$ cat config.mk
export PLATFORM = sky130hd
export DESIGN_NAME = mem_stage
export DESIGN_NICKNAME = d
export VERILOG_FILES = /design/src/rtl/mem_pkg.sv /design/src/rtl/mem_load_ext.sv /design/src/rtl/mem_stage.sv
export SDC_FILE = /design/constraint.sdc
export NUM_CORES = 1
export LEC_CHECK = 0
export BUFFER_PORTS_ARGS = -buffer_cell sky130_fd_sc_hd__buf_2
export CORE_MARGIN = 5
export CORE_UTILIZATION = 34
export CTS_BUF_LIST = sky130_fd_sc_hd__clkbuf_8
export DETAILED_ROUTE_END_ITERATION = 10
export PLACE_DENSITY_LB_ADDON = 0.3
export SLEW_MARGIN = 10
export SYNTH_ARGS = -nofsm -noshare
export SYNTH_HDL_FRONTEND = slang
export SYNTH_HIERARCHICAL = 1
export SYNTH_SLANG_ARGS = --single-unit
$ cat constraint.sdc
create_clock -name clk -period 10.25 [get_ports clk]
set_input_delay 0.5125 -clock clk [delete_from_list [all_inputs] [get_ports clk]]
set_output_delay 0.5125 -clock clk [all_outputs]
set_load 0.02 [all_outputs]
$ cat src/rtl/mem_pkg.sv
// Shared encodings for the MEM stage: load extension ops, store size patterns,
// access FSM states and the alignment rule.
package mem_pkg;

  typedef enum logic [2:0] {
    EXT_LW  = 3'd0,
    EXT_LB  = 3'd1,
    EXT_LBU = 3'd2,
    EXT_LH  = 3'd3,
    EXT_LHU = 3'd4
  } ext_op_e;

  localparam logic [3:0] WEN_NONE = 4'b0000;
  localparam logic [3:0] WEN_SB   = 4'b0001;
  localparam logic [3:0] WEN_SH   = 4'b0011;
  localparam logic [3:0] WEN_SW   = 4'b1111;

  typedef enum logic {
    ST_IDLE   = 1'b0,
    ST_ACCESS = 1'b1
  } mem_state_e;

  function automatic logic misaligned(input logic mem_rd, input logic [3:0] wen,
                                      input logic [2:0] ext_op, input logic [1:0] off);
    logic is_word, is_half;
    is_word = (mem_rd && ext_op == EXT_LW) || (!mem_rd && wen == WEN_SW);
    is_half = (mem_rd && (ext_op == EXT_LH || ext_op == EXT_LHU)) || (!mem_rd && wen == WEN_SH);
    return (is_word && off != 2'b00) || (is_half && off[0]);
  endfunction

endpackage

$ cat src/rtl/mem_load_ext.sv
// Load byte/half lane select and sign/zero extension (combinational).
module mem_load_ext
  import mem_pkg::*;
#(
  parameter int XLEN = 32
) (
  input  logic [XLEN-1:0] rdata,
  input  logic [1:0]      off,
  input  logic [2:0]      ext_op,
  output logic [XLEN-1:0] data
);

  logic [7:0]  byte_sel;
  logic [15:0] half_sel;

  always_comb begin
    byte_sel = rdata[{off, 3'b000} +: 8];
    half_sel = rdata[{off[1], 4'b0000} +: 16];
    case (ext_op)
      EXT_LB:  data = {{(XLEN-8){byte_sel[7]}}, byte_sel};
      EXT_LBU: data = {{(XLEN-8){1'b0}}, byte_sel};
      EXT_LH:  data = {{(XLEN-16){half_sel[15]}}, half_sel};
      EXT_LHU: data = {{(XLEN-16){1'b0}}, half_sel};
      default: data = rdata;
    endcase
  end

endmodule

$ cat src/rtl/mem_stage.sv
// MEM pipeline stage: EX/MEM register, req/ack data-memory access with timeout,
// store lane alignment, load extension and WB output register.
module mem_stage
  import mem_pkg::*;
#(
  parameter int XLEN     = 32,
  parameter int MAX_WAIT = 15
) (
  input  logic            clk,
  input  logic            rst,
  input  logic            ex_valid,
  input  logic [XLEN-1:0] ex_pc,
  input  logic [31:0]     ex_inst,
  input  logic            ex_write_reg,
  input  logic [4:0]      ex_write_dst,
  input  logic [XLEN-1:0] ex_result,
  input  logic            ex_mem_rd,
  input  logic [3:0]      ex_wen,
  input  logic [2:0]      ex_ext_op,
  input  logic [XLEN-1:0] ex_addr,
  input  logic [XLEN-1:0] ex_wdata,
  input  logic            ex_exc,
  input  logic            flush,
  output logic            dmem_req,
  output logic [3:0]      dmem_we,
  output logic [XLEN-1:0] dmem_addr,
  output logic [XLEN-1:0] dmem_wdata,
  input  logic            dmem_ack,
  input  logic [XLEN-1:0] dmem_rdata,
  output logic            mem_stall,
  output logic            wb_valid,
  output logic [XLEN-1:0] wb_pc,
  output logic [31:0]     wb_inst,
  output logic            wb_write_reg,
  output logic [4:0]      wb_write_dst,
  output logic [XLEN-1:0] wb_write_data,
  output logic            wb_addr_fault,
  output logic [XLEN-1:0] wb_bad_vaddr,
  output logic            wb_bus_err
);

  logic            m_valid, m_write_reg, m_mem_rd, m_fault, m_exc, m_issue;
  logic [4:0]      m_write_dst;
  logic [2:0]      m_ext_op;
  logic [3:0]      m_we;
  logic [31:0]     m_inst;
  logic [XLEN-1:0] m_pc, m_result, m_addr, m_wdata;

  mem_state_e      state;
  logic [7:0]      wait_cnt;
  logic            pend;

  logic            capture, ex_live, ex_fault, ex_issue, acked, timeout, retire;
  logic [XLEN-1:0] ex_wdata_al, load_data;

  // pend covers the one cycle between an ack and the re-issue of an op captured on that ack edge
  assign mem_stall = (dmem_req & ~dmem_ack) | pend;
  assign capture   = ~mem_stall;
  assign ex_live   = ex_valid & ~flush;
  assign ex_fault  = misaligned(ex_mem_rd, ex_wen, ex_ext_op, ex_addr[1:0]);
  assign ex_issue  = ex_live & ~ex_exc & ~ex_fault & (ex_mem_rd | (ex_wen != WEN_NONE));
  assign acked     = (state == ST_ACCESS) & dmem_ack;
  assign timeout   = (state == ST_ACCESS) & ~dmem_ack & (wait_cnt == 8'(MAX_WAIT - 1));
  assign retire    = m_valid & (m_issue ? (acked | timeout) : 1'b1);

  assign dmem_addr  = {m_addr[XLEN-1:2], 2'b00};
  assign dmem_wdata = m_wdata;
  assign dmem_we    = dmem_req ? m_we : 4'b0000;

  always_comb begin
    ex_wdata_al = ex_wdata;
    if (ex_wen == WEN_SB)      ex_wdata_al = {(XLEN/8){ex_wdata[7:0]}};
    else if (ex_wen == WEN_SH) ex_wdata_al = {(XLEN/16){ex_wdata[15:0]}};
  end

  mem_load_ext #(.XLEN(XLEN)) u_load_ext (
    .rdata  (dmem_rdata),
    .off    (m_addr[1:0]),
    .ext_op (m_ext_op),
    .data   (load_data)
  );

  always_ff @(posedge clk or posedge rst) begin
    if (rst) begin
      m_valid     <= 1'b0;
      m_write_reg <= 1'b0;
      m_mem_rd    <= 1'b0;
      m_fault     <= 1'b0;
      m_exc       <= 1'b0;
      m_issue     <= 1'b0;
      m_write_dst <= '0;
      m_ext_op    <= '0;
      m_we        <= '0;
      m_inst      <= '0;
      m_pc        <= '0;
      m_result    <= '0;
      m_addr      <= '0;
      m_wdata     <= '0;
    end else if (capture) begin
      m_valid     <= ex_live;
      m_write_reg <= ex_live & ex_write_reg;
      m_mem_rd    <= ex_live & ex_mem_rd;
      m_fault     <= ex_live & ex_fault;
      m_exc       <= ex_live & ex_exc;
      m_issue     <= ex_issue;
      m_we        <= ex_live ? (ex_wen << ex_addr[1:0]) : 4'b0000;
      m_write_dst <= ex_write_dst;
      m_ext_op    <= ex_ext_op;
      m_inst      <= ex_inst;
      m_pc        <= ex_pc;
      m_result    <= ex_result;
      m_addr      <= ex_addr;
      m_wdata     <= ex_wdata_al;
    end else if (retire) begin
      m_valid <= 1'b0;
      m_issue <= 1'b0;
    end
  end

  always_ff @(posedge clk or posedge rst) begin
    if (rst) begin
      state    <= ST_IDLE;
      dmem_req <= 1'b0;
      pend     <= 1'b0;
      wait_cnt <= '0;
    end else begin
      case (state)
        ST_IDLE: begin
          wait_cnt <= '0;
          if (pend) begin
            state    <= ST_ACCESS;
            dmem_req <= 1'b1;
            pend     <= 1'b0;
          end else if (capture && ex_issue) begin
            state    <= ST_ACCESS;
            dmem_req <= 1'b1;
          end
        end
        ST_ACCESS: begin
          if (dmem_ack || timeout) begin
            state    <= ST_IDLE;
            dmem_req <= 1'b0;
            wait_cnt <= '0;
            pend     <= dmem_ack & ex_issue;
          end else begin
            wait_cnt <= wait_cnt + 8'd1;
          end
        end
        default: begin
          state    <= ST_IDLE;
          dmem_req <= 1'b0;
        end
      endcase
    end
  end

  always_ff @(posedge clk or posedge rst) begin
    if (rst) begin
      wb_valid      <= 1'b0;
      wb_pc         <= '0;
      wb_inst       <= '0;
      wb_write_reg  <= 1'b0;
      wb_write_dst  <= '0;
      wb_write_data <= '0;
      wb_addr_fault <= 1'b0;
      wb_bad_vaddr  <= '0;
      wb_bus_err    <= 1'b0;
    end else begin
      wb_valid <= retire;
      if (retire) begin
        wb_pc         <= m_pc;
        wb_inst       <= m_inst;
        wb_write_dst  <= m_write_dst;
        wb_write_reg  <= m_write_reg & ~m_fault & ~m_exc & ~timeout;
        wb_write_data <= (m_mem_rd && acked) ? load_data : m_result;
        wb_addr_fault <= m_fault;
        wb_bad_vaddr  <= m_fault ? m_addr : '0;
        wb_bus_err    <= timeout;
      end
    end
  end

endmodule

---- Word level (Yosys, flattened, before mapping) ----
Index checks and enable logic that the tools add are counted.
storage, ports and cells
  flip-flop bits (word level) ............. 326
  input bits .............................. 212
  output and inout bits ................... 207
operators by class
  $add $sub $neg .......................... 1
  equal/unequal tests ..................... 13
  shifts and indexed selects .............. 3
  mux-type cells .......................... 23
  bitwise logic cells ..................... 29
  reductions and logical operators ........ 18
operators with widths
  kind                                                   count
  2-to-1 mux 32 bit                                      4
  case mux 32 bit (4 select lines)                       1
  indexed part select 32 x 6 -> 16 bit                   1
  indexed part select 32 x 6 -> 8 bit                    1
  bitwise AND 1 bit                                      17
  case mux 8 bit (2 select lines)                        1
  2-to-1 mux 1 bit                                       11
  == test 3 x 2 -> 1 bit, second input constant          3
  NOT 1 bit                                              9
  adder 8 x 1 -> 8 bit, second input constant            1
  == test 8 x 4 -> 1 bit, second input constant          1
  logical AND 1 bit                                      8
  2-to-1 mux 4 bit                                       2
  2-to-1 mux 8 bit                                       1
  == test 3 bit, second input constant                   2
  case mux 1 bit (2 select lines)                        3
  logical OR 1 bit                                       5
  == test 4 x 1 -> 1 bit, second input constant          1
  == test 4 x 2 -> 1 bit, second input constant          1
  == test 4 bit, second input constant                   1
  inequality test 2 x 1 -> 1 bit, second input constant  2
  nonzero test 4 bit                                     1
  << shifter 4 x 2 -> 4 bit                              1
  == test 3 x 1 -> 1 bit, second input constant          1
  6 further kinds                                        8

---- Longest topological paths before layout ----
Gate-level depths: netlist (run 1).
  word-level depth ........................ 13
  depth in mapped cells ................... 9
  mapped depth without buffers ............ 6

---- Hierarchy ----
The synthesis (run 1) kept the hierarchy.
modules (own cells, without submodules)
  module        times used  cells each  area each (um2)  sequential area each (um2)
  mem_stage     1           1274        13613.1          8157.8
  mem_load_ext  1           152         952.2            0.0

---- Least setup slack after synthesis (run 1) ----
Ideal clock, no wire load.
  path kind ............................... in2reg
  start ................................... input port dmem_rdata[31]
  end ..................................... register wb_write_data[15]
  library setup time ...................... 0.125 ns
  arrival time ............................ 2.327 ns
  path slack .............................. 7.799 ns
  stages .................................. 7
  cell sequence ........................... mux4_2 > and2_4 > buf_6 > a211o_1 > a221o_1 > mux2_2 > mux2_2
between the ends
  word-level cells in the longest chain between the ends .. 3
RTL lines
  what                                                                                         RTL line                                text
  start, declared                                                                              mem_stage.sv:29                         input logic [XLEN-1:0] dmem_rdata,
  indexed part select 32 x 6 -> 16 bit or indexed part select 32 x 6 -> 8 bit (tied branches)  mem_load_ext.sv:18, mem_load_ext.sv:17
  case mux 32 bit (4 select lines) (*)                                                         mem_load_ext.sv:19                      case (ext_op)
  net load_data[15]                                                                            mem_stage.sv:54                         logic [XLEN-1:0] ex_wdata_al, load_data;
  2-to-1 mux 32 bit (*)                                                                        mem_stage.sv:175                        wb_write_data <= (m_mem_rd && acked) ? load_data : m_result;
  end signal, assigned                                                                         mem_stage.sv:175
  end, declared                                                                                mem_stage.sv:36                         output logic [XLEN-1:0] wb_write_data,
Mark *: on every way through the listed nets, which the timed path passes. The rest lies on a longest branch.
A chain may end at the register's enable or synchronous reset.

---- Final worst setup path (run 1) ----
  start ................................... register m_addr[1]
  end ..................................... register wb_write_data[15]
between the ends
  word-level cells in the longest chain between the ends .. 3
RTL lines
  what                                                                                         RTL line                                text
  start, declared                                                                              mem_stage.sv:47                         logic [XLEN-1:0] m_pc, m_result, m_addr, m_wdata;
  start signal, assigned                                                                       mem_stage.sv:112                        m_addr <= ex_addr;
  indexed part select 32 x 6 -> 16 bit or indexed part select 32 x 6 -> 8 bit (tied branches)  mem_load_ext.sv:18, mem_load_ext.sv:17
  case mux 32 bit (4 select lines) (*)                                                         mem_load_ext.sv:19
  net load_data[15]                                                                            mem_stage.sv:54
  2-to-1 mux 32 bit (*)                                                                        mem_stage.sv:175
Marks and branches as above.

==> metrics.cfg, run 1 <==
[run_status]
outcome=completed

[clock_network]
cts.path.max_buffers=3
cts_tree=yes
cts.clk_slew.worst_paths_ns=0.06
cts_htree_levels=2
cts_sinks=326
root_buffer=clkbuf_8
insertion_delay_ns=0.62
cts_resized=0
cts_buffers=56

[pwr]
p_sw_share_pct=37.2
pwr-share-seq_pct=41.0
p_sw_w=0.00172
power.density_mw_per_mm2=257
vdd_drop_max_v=0.000111
leakage_nw=9.32
p_clk_share_pct=26.9
intPower_w=0.00290
pwr-share-comb_pct=32.1

[sta]
hold_slack_ns=0.0810
grt_setup_unrepaired=false
setup_ws_ns=7.25
hold_viol_final=0
fmax_mhz=333
fin_crit_ns=3.00
maxSlewHeadroom_pct=26.2
finalCritPeriodShare_pct=29.3
tns_ns=0
finClkSkew_ns=0.0282
report.final.slew_viol_count=0
finalSetupViolations=0
tightestPinTransition_ns=1.11

[synth]
yosysWarnings=6
synth_top_area_cell=dfrtp_1
synthCells=1426
ys_seq_elements=326
ys_seq_area_share_pct=56.0
synth-async-reset-ratio_pct=100
synth_area_sq_mm=0.0146
synth-edff-count=0
synth_area_leaders=dfrtp_1, nand2_1, mux2_1, mux2_2, mux2i_1
ys_types=61
avgSynthCellArea_sq_um=10.2
synth_top_area_share_pct=56.0
synth_flop_cell=dfrtp_1

[critical_path]
arrival_ns=3.50
slowest_delay_ns=0.93
r2r_setup_slack_ns=7.25
critical_path.max_fanout=22
worstPathRequired_ns=10.75
path_common_cell=mux2_2
cp-end-kind=flip-flop
critical_path.cell_chain=mux4_2, and2_4, a211o_1, a221o_1, mux2_2, mux2_2
rr_worst_depth=6
critical_path.startpoint=m_addr[1]
crit_family=multiplexers
crit_type=reg -> reg
r2r_start=m_addr[1]
timing.rr.end=wb_write_data[15]
critPathBufInv=0
cp-start-kind=flip-flop
crit_path_top_delay_cell=dfrtp_1

[routing]
dr.pass1.iters=5
wl_met3_mm=3.10
num_vias=11400
wl_met2_mm=20.7
drt-wirelength-per-cell_microns=17.9
drc_errors=0
top_layer=met5
wl_met1_mm=17.4
via_per_inst=4.77
ant_nets=0
postRouteWirelength_mm=42.9
drt_iter0_markers=623

[global_route]
grt_pass1_vias=12000
grt_overflow_total=0
antenna_found_initial=6
grt_usage_pct=17.8
grt_max_degree=140
grt_pass1_wl_mm=67.2

[job]
cap_violations=0

[die]
io_pins=419
die-height_microns=217
std_cell_rows=75
start_util_pct=34.6
die_w_microns=217
dieArea_sq_mm=0.0471
core_area_sq_mm=0.0421

[placement]
post-dp-hpwl_mm=29.4
dpl_cell_area_sq_mm=0.0168
portBuffers=416
post-place-ws_ns=7.17
globalplace.congestion=0.838

[hold_path]
worstHoldEndpoint=m_pc[28]
hold_class=in -> reg
hold_depth=3
hp-start=ex_pc[28]

[finish]
layout-drive-gt1-share_pct=31.9
final_nets=2012
fin_area_sq_mm=0.0180
syn_to_final_growth_pct=23.6

-- cells by family after synthesis --
group / after synthesis / synth area share, %
AND/OR/NAND/NOR: 611 / 16.9
flip-flops: 326 / 56.0
multiplexers: 204 / 15.3
buffers and inverters: 155 / 5.69
AO/OA/AOI/OAI: 119 / 5.47
XOR/XNOR: 8 / 0.481
adder cells (fa/ha/maj): 2 / 0.172
other: 1 / 0.0257
-- worst reg2reg max path, stage by stage, from the launching register on --
cell	delay, ns
dfrtp_1	0.93
mux4_2	0.62
and2_4	0.21
a211o_1	0.28
a221o_1	0.34
mux2_2	0.25
mux2_2	0.26
-- cell type report --
| class | count | area, sq um |
|---|---|---|
| Fill cell | 4134 | 24100 |
| Inverter | 41 | 166 |
| Timing Repair Buffer | 427 | 2180 |
| Clock inverter | 30 | 189 |
| Sequential cell | 326 | 8160 |
| Antenna cell | 4 | 10.0 |
| Multi-Input combinational cell | 946 | 5600 |
| Tap cell | 539 | 674 |
| Clock buffer | 75 | 1030 |
-- stage by stage --
stage / util (%) / std cells / total power, W
after global placement: 39.8 / 2278 / 0.00339
final: 42.7 / 2388 / 0.00463
after detailed placement: 39.8 / 2278 / 0.00342
after CTS: 42.7 / 2384 / 0.00471
after global routing: 42.7 / 2387 / 0.00491
after floorplan: - / 1427 / 0.00288
-- synth_stat cells (2+ instances only) --
library cell and number:
a211o_1 3, a21o_1 15, a21oi_1 2, a221o_1 8, a22o_1 2, a22oi_1 8
and2_1 5, and4_1 2, buf_1 4, buf_2 23, buf_4 36, buf_6 11
clkbuf_1 40, dfrtp_1 326, ha_1 2, inv_1 41, mux2_1 74, mux2_2 62
mux2i_1 67, nand2_1 535, nand2b_1 3, nand3_1 8, nand4_1 4, nor2_1 25
nor2b_1 12, o21ai_0 54, o21ai_1 8, o22ai_1 3, o32ai_1 2, or3_1 4
xnor2_1 3, xor2_1 5
-- worst max path at each step --
| stage | slack, ns | end | cells after the start |
|---|---|---|---|
| after floorplan | 0.71 | dmem_req | 1 |
| after global placement | 7.18 | dmem_wdata[10] | 5 |
| after detailed placement | 7.17 | dmem_wdata[10] | 5 |
| after CTS | 7.25 | wb_write_data[15] | 6 |
| after global routing | 7.10 | dmem_wdata[30] | 5 |
| final | 7.25 | wb_write_data[15] | 6 |
-- per-layer routing --
layer  GRT usage (%)  vias to the layer above
li1                -                     5372
met1            22.0                     5511
met2            29.7                      412
met3            4.74                       93
met4            7.65                        6
met5               0                        -
-- cell usage in the layout (no fill, tap or decap), drive strengths merged, types with 3 or more instances in the layout --
cell,Yosys,layout
a211o,3,3
a21o,16,16
a221o,8,8
a22oi,8,8
and2,6,6
and4,3,3
buf,74,426
clkbuf,40,75
clkinv,0,4
dfrtp,326,326
diode,0,4
inv,41,64
mux2,136,136
mux2i,67,67
nand2,535,535
nand2b,3,3
nand3,8,8
nand4,5,5
nor2,25,25
nor2b,12,12
nor3b,3,3
o21ai,62,62
o22ai,3,3
or3,4,4
xnor2,3,3
xor2,5,5
-- power by group through the flow --
stage	combinational, W	clock [W]	sequential [W]
finish	0.00149	0.00125	0.00190
global route	0.00161	0.00136	0.00194
CTS	0.00151	0.00130	0.00190
detailed placement	0.00151	0	0.00191
global placement	0.00149	0	0.00190
floorplan	0.000716	0	0.00216
-- what timing repair did --
item,4_1_cts,5_1_grt
hold buffers,1,0
hold endpoints to repair,1,0
buffers inserted,0,0
Power figures use the tool's default switching activity.
==> inputs of run 2 (changes only) <==
==> constraint.sdc (replaced) <==
create_clock -name clk -period 2.66 [get_ports clk]
set_input_delay 0.133 -clock clk [delete_from_list [all_inputs] [get_ports clk]]
set_output_delay 0.133 -clock clk [all_outputs]
set_load 0.02 [all_outputs]
==> run 2 against run 1 <==
Compared with the run above:
- first-iteration DRC count rose by 12%
- combinational power rose to 4.1 times the previous value
- total power rose to 3.9 times the previous value
- sequential share of layout area fell by 5.0 points
- final cell count rose by 9.3%
- die area did not move
- clock skew fell by 0.0069 ns
- wire length rose by 9.0%
- clock power rose to 3.7 times the previous value
==> metrics.cfg, run 2 (synthesized netlist as in run 1, its figures left out) <==
[run_status]
outcome=completed

[die]
start_util_pct=34.6
dieArea_sq_mm=0.0471
core_area_sq_mm=0.0421
die-height_microns=217
std_cell_rows=75
io_pins=419
die_w_microns=217

[critical_path]
rr_worst_depth=6
critical_path.max_fanout=9
worstPathRequired_ns=3.18
r2r_start=m_addr[1]
cp-start-kind=flip-flop
crit_type=reg -> reg
arrival_ns=2.88
timing.rr.end=wb_write_data[15]
r2r_setup_slack_ns=0.31
cp-end-kind=flip-flop

[clock_network]
cts_sinks=326
cts_buffers=58
cts.path.max_buffers=3
cts_tree=yes
post_cts_buffers=0
insertion_delay_ns=0.64
root_buffer=clkbuf_8
cts.clk_slew.worst_paths_ns=0.06
cts_htree_levels=2

[finish]
fin_area_sq_mm=0.0203
final_nets=2243
layout-drive-gt1-share_pct=29.3
final_cell_mix=nand2_1, buf_2, dfrtp_1
syn_to_final_growth_pct=39.0
n_antenna_cell=0
layout_commonest_cell=nand2_1
fill_cells=3940

[hold_path]
worstHoldEndpoint=wb_write_data[5]
hold_class=in -> reg
hp-start=dmem_rdata[5]
hold_depth=4

[routing]
ant_nets=0
num_vias=12400
drc_errors=0
drt-wirelength-per-cell_microns=17.9
postRouteWirelength_mm=46.7
dr.pass1.iters=5
drt_iter0_markers=699
via_per_inst=4.73

[pwr]
pwr-share-seq_pct=40.2
intPower_w=0.0113
leakage_nw=10.3
pwr-share-comb_pct=34.2
p_clk_share_pct=25.6
p_sw_w=0.00679
p_sw_share_pct=37.6
vdd_drop_max_v=0.000608
power.density_mw_per_mm2=891

[placement]
dpl_cell_area_sq_mm=0.0170
globalplace.congestion=0.848
post-place-ws_ns=0.331
post-dp-hpwl_mm=30.8
portBuffers=416

[sta]
finalCritPeriodShare_pct=88.5
hold_viol_final=0
tns_ns=0
maxSlewHeadroom_pct=48.5
tightestPinTransition_ns=0.772
grt_setup_unrepaired=false
fin_crit_ns=2.35
finClkSkew_ns=0.0213
finalSetupViolations=0
report.final.slew_viol_count=0
setup_ws_ns=0.306
fmax_mhz=425

[global_route]
grt_pass1_vias=13300
grt_max_degree=148
grt_usage_pct=19.3
antenna_found_initial=0
grt_overflow_total=0
grt_pass1_wl_mm=72.9

[job]
cap_violations=0

-- run 2: cell types whose count changed in the layout (fill, tap and decap cells not counted), sizes merged --
| cell | delta |
|---|---|
| clkbuf | -4 |
| clkinv | +2 |
| dlygate4sd3 | +207 |
| clkinvlp | +2 |
| bufinv | -1 |
| diode | -4 |
| inv | -1 |
| buf | +22 |
-- run 2: metrics by stage --
stage          hold slack (ns)  utilization (%)  std cells  power (W)
2_1_floorplan            0.238                -       1427     0.0111
3_3_place_gp             0.275             40.4       2300     0.0131
3_5_place_dp             0.294             40.4       2300     0.0133
4_1_cts                0.00179             48.1       2611     0.0183
5_1_grt                 0.0232             48.1       2611     0.0191
6_report                0.0736             48.1       2611     0.0180
-- run 2: power by group through the flow --
| stage | Sequential [W] | Clock [W] | Combinational [W] |
|---|---|---|---|
| 4_1_cts | 0.00726 | 0.00484 | 0.00623 |
| 2_1_floorplan | 0.00833 | 0 | 0.00276 |
| 6_report | 0.00726 | 0.00463 | 0.00616 |
| 5_1_grt | 0.00744 | 0.00502 | 0.00664 |
| 3_3_place_gp | 0.00726 | 0 | 0.00588 |
| 3_5_place_dp | 0.00733 | 0 | 0.00597 |
-- run 2: final cells by class --
type	count	area, sq um	share of cell area [%]
Multi-Input combinational cell	946	5600	27.6
Inverter	41	163	0.803
Tap cell	539	674	3.33
Clock inverter	32	180	0.890
Sequential cell	326	8160	40.3
Clock buffer	71	977	4.83
Timing Repair Buffer	656	4500	22.2
-- run 2: how the worst max path moves through the flow --
| stage | from | to | slack, ns |
|---|---|---|---|
| after floorplan | rst | dmem_req | -1.82 |
| after global placement | m_addr[1] | wb_write_data[15] | 0.35 |
| after global routing | dmem_req | mem_stall | 0.16 |
| after detailed placement | m_addr[1] | wb_write_data[15] | 0.33 |
| final | m_addr[1] | wb_write_data[15] | 0.31 |
| after CTS | dmem_req | mem_stall | 0.19 |
-- run 2: what timing repair did --
action                                 CTS  global route
endpoints found under the hold margin  217             0
gates resized for setup                  0             0
hold buffers                           208             0
-- run 2: worst max-delay path, cell delays in order, from the launching register on --
cell and delay, ns:
dfrtp_1 0.36, mux4_2 0.53, and2_4 0.21, a211o_1 0.27
a221o_1 0.35, mux2_2 0.26, mux2_2 0.26
-- run 2: metal layers --
metal	vias to the layer above	track usage, %	routed length (microns)
met3	102	4.71	3000
li1	5830	-	-
met5	-	0	0
met1	6001	23.1	18800
met2	427	33.5	23100
met4	0	8.03	1810
